### src/rtl/uart_rx_fifo.sv
// 8N1 UART receiver with 16x oversampling, start-bit validation, framing-error
// detection and an 8-entry first-word-fall-through receive FIFO, all in the crystal domain.
module uart_rx_fifo #(
  parameter int unsigned CLK_HZ     = 27000000,
  parameter int unsigned OVERSAMPLE = 16,
  parameter int unsigned FIFO_DEPTH = 8
) (
  input  logic                                clk_xtal,
  input  logic                                rst_n,
  input  logic [23:0]                         baud,
  input  logic                                rx,
  input  logic                                read,
  input  logic                                clr_err,
  output logic [7:0]                          DataIn,
  output logic                                empty,
  output logic                                full,
  output logic [$clog2(FIFO_DEPTH+1)-1:0]     count,
  output logic                                overrun,
  output logic                                frame_err
);

  localparam int unsigned SAMP_W = $clog2(OVERSAMPLE);
  localparam int unsigned PTR_W  = $clog2(FIFO_DEPTH);
  localparam int unsigned CNT_W  = $clog2(FIFO_DEPTH + 1);
  localparam logic [SAMP_W-1:0] MID_TICK  = SAMP_W'(OVERSAMPLE / 2 - 1);
  localparam logic [SAMP_W-1:0] LAST_TICK = SAMP_W'(OVERSAMPLE - 1);
  localparam logic [CNT_W-1:0]  DEPTH_CNT = CNT_W'(FIFO_DEPTH);

  typedef enum logic [2:0] {
    S_IDLE,
    S_START,
    S_DATA,
    S_STOP,
    S_BREAK
  } state_t;

  state_t              state_q, state_d;
  logic                rx_m_q, rx_s_q;
  logic [31:0]         tick_cnt_q, tick_cnt_d;
  logic [31:0]         den_c, quot_c, div_c;
  logic                tick_c;
  logic [SAMP_W-1:0]   samp_q, samp_d;
  logic [2:0]          bit_q, bit_d;
  logic [7:0]          shift_q, shift_d;
  logic                push_q, push_d;
  logic                frame_set_c;

  logic [7:0]          mem_q [FIFO_DEPTH];
  logic [PTR_W-1:0]    wr_ptr_q, rd_ptr_q;
  logic [CNT_W-1:0]    count_q, count_d;
  logic                empty_q, full_q, overrun_q, frame_err_q;
  logic                pop_c, wr_c, ovf_c;

  // Baud divider; a zero quotient (baud=0 or too fast) clamps to 1.
  always_comb begin
    den_c  = 32'(OVERSAMPLE) * 32'(baud);
    quot_c = (den_c == 32'd0) ? 32'd0 : 32'(CLK_HZ) / den_c;
    div_c  = (quot_c == 32'd0) ? 32'd1 : quot_c;
    tick_c = (tick_cnt_q >= div_c - 32'd1);
    tick_cnt_d = tick_c ? 32'd0 : tick_cnt_q + 32'd1;
  end

  always_ff @(posedge clk_xtal) begin
    if (!rst_n) begin
      rx_m_q     <= 1'b1;
      rx_s_q     <= 1'b1;
      tick_cnt_q <= '0;
      state_q    <= S_IDLE;
      samp_q     <= '0;
      bit_q      <= '0;
      shift_q    <= '0;
      push_q     <= 1'b0;
    end else begin
      rx_m_q     <= rx;
      rx_s_q     <= rx_m_q;
      tick_cnt_q <= tick_cnt_d;
      state_q    <= state_d;
      samp_q     <= samp_d;
      bit_q      <= bit_d;
      shift_q    <= shift_d;
      push_q     <= push_d;
    end
  end

  // Frame sequencer: sub-tick count restarts at start detect, samples at mid-bit.
  always_comb begin
    state_d     = state_q;
    samp_d      = samp_q;
    bit_d       = bit_q;
    shift_d     = shift_q;
    push_d      = 1'b0;
    frame_set_c = 1'b0;
    case (state_q)
      S_IDLE: begin
        samp_d = '0;
        if (!rx_s_q) state_d = S_START;
      end
      S_START: begin
        if (tick_c) begin
          if (samp_q == MID_TICK) begin
            samp_d  = '0;
            bit_d   = '0;
            state_d = rx_s_q ? S_IDLE : S_DATA;
          end else begin
            samp_d = samp_q + SAMP_W'(1);
          end
        end
      end
      S_DATA: begin
        if (tick_c) begin
          samp_d = samp_q + SAMP_W'(1);
          if (samp_q == LAST_TICK) begin
            shift_d[bit_q] = rx_s_q;
            if (bit_q == 3'd7) state_d = S_STOP;
            else               bit_d   = bit_q + 3'd1;
          end
        end
      end
      S_STOP: begin
        if (tick_c) begin
          samp_d = samp_q + SAMP_W'(1);
          if (samp_q == LAST_TICK) begin
            if (rx_s_q) begin
              push_d  = 1'b1;
              state_d = S_IDLE;
            end else begin
              frame_set_c = 1'b1;
              state_d     = S_BREAK;
            end
          end
        end
      end
      S_BREAK: begin
        if (rx_s_q) state_d = S_IDLE;
      end
      default: state_d = S_IDLE;
    endcase
  end

  // FIFO control: a pop on full makes room for the same-cycle push.
  always_comb begin
    pop_c   = read && !empty_q;
    wr_c    = push_q && (!full_q || pop_c);
    ovf_c   = push_q && full_q && !pop_c;
    count_d = count_q + CNT_W'(wr_c) - CNT_W'(pop_c);
  end

  always_ff @(posedge clk_xtal) begin
    if (!rst_n) begin
      wr_ptr_q    <= '0;
      rd_ptr_q    <= '0;
      count_q     <= '0;
      empty_q     <= 1'b1;
      full_q      <= 1'b0;
      overrun_q   <= 1'b0;
      frame_err_q <= 1'b0;
    end else begin
      if (wr_c)  wr_ptr_q <= wr_ptr_q + PTR_W'(1);
      if (pop_c) rd_ptr_q <= rd_ptr_q + PTR_W'(1);
      count_q     <= count_d;
      empty_q     <= (count_d == '0);
      full_q      <= (count_d == DEPTH_CNT);
      overrun_q   <= ovf_c ? 1'b1 : (clr_err ? 1'b0 : overrun_q);
      frame_err_q <= frame_set_c ? 1'b1 : (clr_err ? 1'b0 : frame_err_q);
    end
  end

  always_ff @(posedge clk_xtal) begin
    if (wr_c) mem_q[wr_ptr_q] <= shift_q;
  end

  assign DataIn    = empty_q ? 8'h00 : mem_q[rd_ptr_q];
  assign empty     = empty_q;
  assign full      = full_q;
  assign count     = count_q;
  assign overrun   = overrun_q;
  assign frame_err = frame_err_q;

endmodule

### config.mk
export PLATFORM = sky130hd
export DESIGN_NAME = uart_rx_fifo
export DESIGN_NICKNAME = d
export VERILOG_FILES = /design/src/rtl/uart_rx_fifo.sv
export SDC_FILE = /design/constraint.sdc
export NUM_CORES = 1
export LEC_CHECK = 0
export CORE_MARGIN = 3
export CORE_UTILIZATION = 40
export DETAILED_ROUTE_END_ITERATION = 8
export RECOVER_POWER = 100
export SYNTH_ARGS = -nofsm -noshare
export SYNTH_HDL_FRONTEND = slang
export SYNTH_SLANG_ARGS = --single-unit
### constraint.sdc
create_clock -name clk_xtal -period 69.8 [get_ports clk_xtal]
set_input_delay 13.96 -clock clk_xtal [delete_from_list [all_inputs] [get_ports clk_xtal]]
set_output_delay 13.96 -clock clk_xtal [all_outputs]
set_load 0.1 [all_outputs]
==> summary.md <==
| Metric | Value |
|---|---|
| Status | complete, no violations |
| Synth top area cells | ha_1 17%, edfxtp_1 6.4%, xnor2_1 5.9%, a21oi_1 5.7%, nor2_1 5.4% |
| Fin crit share | 96.7% |
| Final nets | 4751 |
| DRT iter0 DRCs | 2885 |
| # IOs | 45 |
| CTS Buf Count | 17 |
| Crit path arrival time | 67850 ps |
| Total track usage | 27.5% |
| Clk sink count | 134 |
| DR pass1 iterations | 5 |
| Max capacitance violation total | 0 |
| Crit path kind | in -> reg |
| Vias in the first global route | 30200 |
| Routed vias | 32500 |
| Worst-path clk slew | 70 ps |
| Post-synth top area cell | ha_1 |
| Final setup viols | 0 |
| Final Max Slew Viols | 0 |
| H-tree depth | 4 |
| CTS Root Cell | clkbuf_16 |
| Crit path max fanout | 17 |
| Initial antenna violation count | 1 |
| WL final | 114000 µm |
| Row cnt | 99 |
| Synthesis-stage register bit count | 134 |
| Relative slew slack | 29.8% |
| DIE HEIGHT | 279 µm |
| Mapped Area | 29900 µm² |
| Largest stage delay, worst path | 630 ps |
| Post-CTS Hold Buffers | 0 |
| Type of the worst min-delay path | reg -> reg |
| Max clock buf depth | 2 |
| WL per Instance | 21.5 µm |
| Starting Density | 40.7% |
| Final instance area | 35500 µm² |
| Max IR drop VDD | 0.0000161 V |
| ANT cells | 0 |
| Final antenna-violating net count | 0 |
| Port Buffers | 44 |
| WP buf/inv | 26 |
| Fmax | 14.8 MHz |
| Placeable Area | 73600 µm² |
| Hpwl dp | 88200 µm |
| Final Hold Vio Count | 0 |
| CTS tree | done |
| Share of the synthesized area in the top cell type | 17.2% |
| Netlist cell types | 103 |
| Slowest-stage cell, CP | nor3_1 |
| Endpoint type of the worst setup path | register |
| Pleak | 15.3 nW |
| Placed Cells | 5200 |
| Die area | 78100 µm² |
| Via-to-Cell Ratio | 6.15 |
| Non-Filler Instances | 5282 |
| Synthesis-to-layout area growth | 18.7% |
| Post-synth ARST share | 0% |
| Chip Width | 279 µm |
| Main synth FF type | dfxtp_1 |
| YS warnings | 0 |
| Crit path time final | 67530 ps |
| Worst setup SP type | input pin |
| # DRC | 0 |
| Syn Area/Cell | 7.39 µm² |
| Cell family with most CP delay | compound AO/OA/AOI/OAI gates |
| Most frequent cell after synthesis | nor2_1 |
| Clock Skews | 8.32 ps |
| Share of cells above drive strength 1 | 17.4% |
| Worst-margin pin slew | 1050 ps |
| WP data required | 70130 ps |
| Clk_lat worst skew | 440 ps |
| EDFF count, synth | 64 |
| GRT overflow | 0 |
| Commonest cells post-synth | 429 x nor2_1, 411 x ha_1, 375 x nand2_1 |
| GPL Wtd Cong | 1.02 |
| Register area share after synthesis | 11.1% |
| Placed Area | 33300 µm² |
| Gate Count Post-Synth | 4047 |
| Pin count of the biggest net entering global routing | 39 |
| PwrDens | 10.1 nW/µm² |
| Most used cell, CP | ha_1 |
| Global-route wire length before repair | 171000 µm |
-- sequential cells by signal, summed over array words and instances, names as in the netlist, 3 cells and up, named ones only --
| signal | cells |
|---|---|
| bit_q | 3 |
| count | 4 |
| mem_q | 64 |
| rd_ptr_q | 3 |
| samp_q | 4 |
| shift_q | 8 |
| state_q | 3 |
| tick_cnt_q | 32 |
| wr_ptr_q | 3 |
-- cell type report --
cell class / instances / area, µm²
Clock inverter: 15 / 135
Timing Repair Buffer: 366 / 2970
Fill cell: 7412 / 38100
Inverter: 126 / 473
Tap cell: 959 / 1200
Multi-Input combinational cell: 3665 / 27000
Clock buffer: 17 / 425
Sequential cell: 134 / 3320
-- routing by layer --
layer  GRT usage [%]  wire (µm)
met1            37.5      51200
met2            44.8      51200
met4            8.72       3510
met3            3.87       7590
met5               0          0
-- power breakdown --
part / leakage [nW] / switching [mW] / internal [mW]
registers: 1.31 / 0.00298 / 0.0838
clock network: 0.278 / 0.0401 / 0.0468
logic: 13.7 / 0.109 / 0.0758
total: 15.3 / 0.152 / 0.206
-- metrics by stage --
| step | TNS (ps) | setup slack (ps) | total power, mW | util, % | hold slack [ps] |
|---|---|---|---|---|---|
| global placement | -58210 | -1190 | 0.264 | 45.3 | 398 |
| detailed placement | -84850 | -1700 | 0.263 | 45.3 | 396 |
| global route | -15100 | -374 | 0.381 | 48.3 | 435 |
| CTS | 0 | 13.8 | 0.351 | 46.2 | 412 |
| floorplan | 0 | 13.1 | 0.217 | - | 386 |
| finish | 0 | 2270 | 0.359 | 48.3 | 409 |
-- repair_timing --
action                     in CTS  in global routing
gates resized for setup        31                261
setup endpoints to repair      52                 52
gates cloned                    1                  3
setup buffers                   3                 43
pin swaps                       5                 57
-- final timing paths --
kind | start | end | slack, ps | depth (start not counted)
max reg2reg | tick_cnt_q[0] | bit_q[1] | 65760 | 21
min | rx_m_q | rx_s_q | 410 | 1
max | baud[7] | bit_q[1] | 2270 | 251
min reg2reg | rx_m_q | rx_s_q | 410 | 1
-- cell usage in the layout, fill, tap and decap left out, types with 30 or more instances in the layout --
cell type	instances
a31oi_1	49
and3_1	46
o21bai_1	31
dfxtp_1	70
o31ai_1	30
nor2_1	416
mux2i_1	38
xor2_1	120
o211ai_1	56
buf_4	302
nand2b_1	66
a21oi_2	35
nand2_1	368
a21oi_1	302
o21a_1	110
nor2b_1	44
inv_1	125
or3_1	35
nand3_1	122
mux2_2	91
nor3_1	119
nand4_1	36
a21o_1	156
o21ai_0	190
edfxtp_1	64
ha_1	389
xnor2_1	202
-- worst reg2reg max path, stage by stage (launching register included) --
cell and delay, ps:
dfxtp_1 440, inv_1 90, ha_1 290, nand2b_1 160
a21o_1 200, a21o_1 170, a21o_1 160, a21o_1 170
a21o_1 180, a21o_1 180, a21o_1 180, a21o_1 180
a21o_1 170, a21o_1 180, a211oi_1 230, o21ai_1 150
a21oi_2 150, buf_6 190, or2_2 170, nor3_1 50
buf_4 150, mux2i_1 110
-- logic make-up after synthesis --
kind of cell | after synthesis | share of synthesized area, %
multiplexers | 153 | 6.17
AND/OR/NAND/NOR | 1443 | 23.1
other | 1 | 0.0125
adder cells (fa/ha/maj) | 412 | 17.3
buffers and inverters | 253 | 3.25
AO/OA/AOI/OAI | 1329 | 29.7
XOR/XNOR | 322 | 9.43
flip-flops | 134 | 11.1
Note: power is estimated with default switching activity, not from simulation.
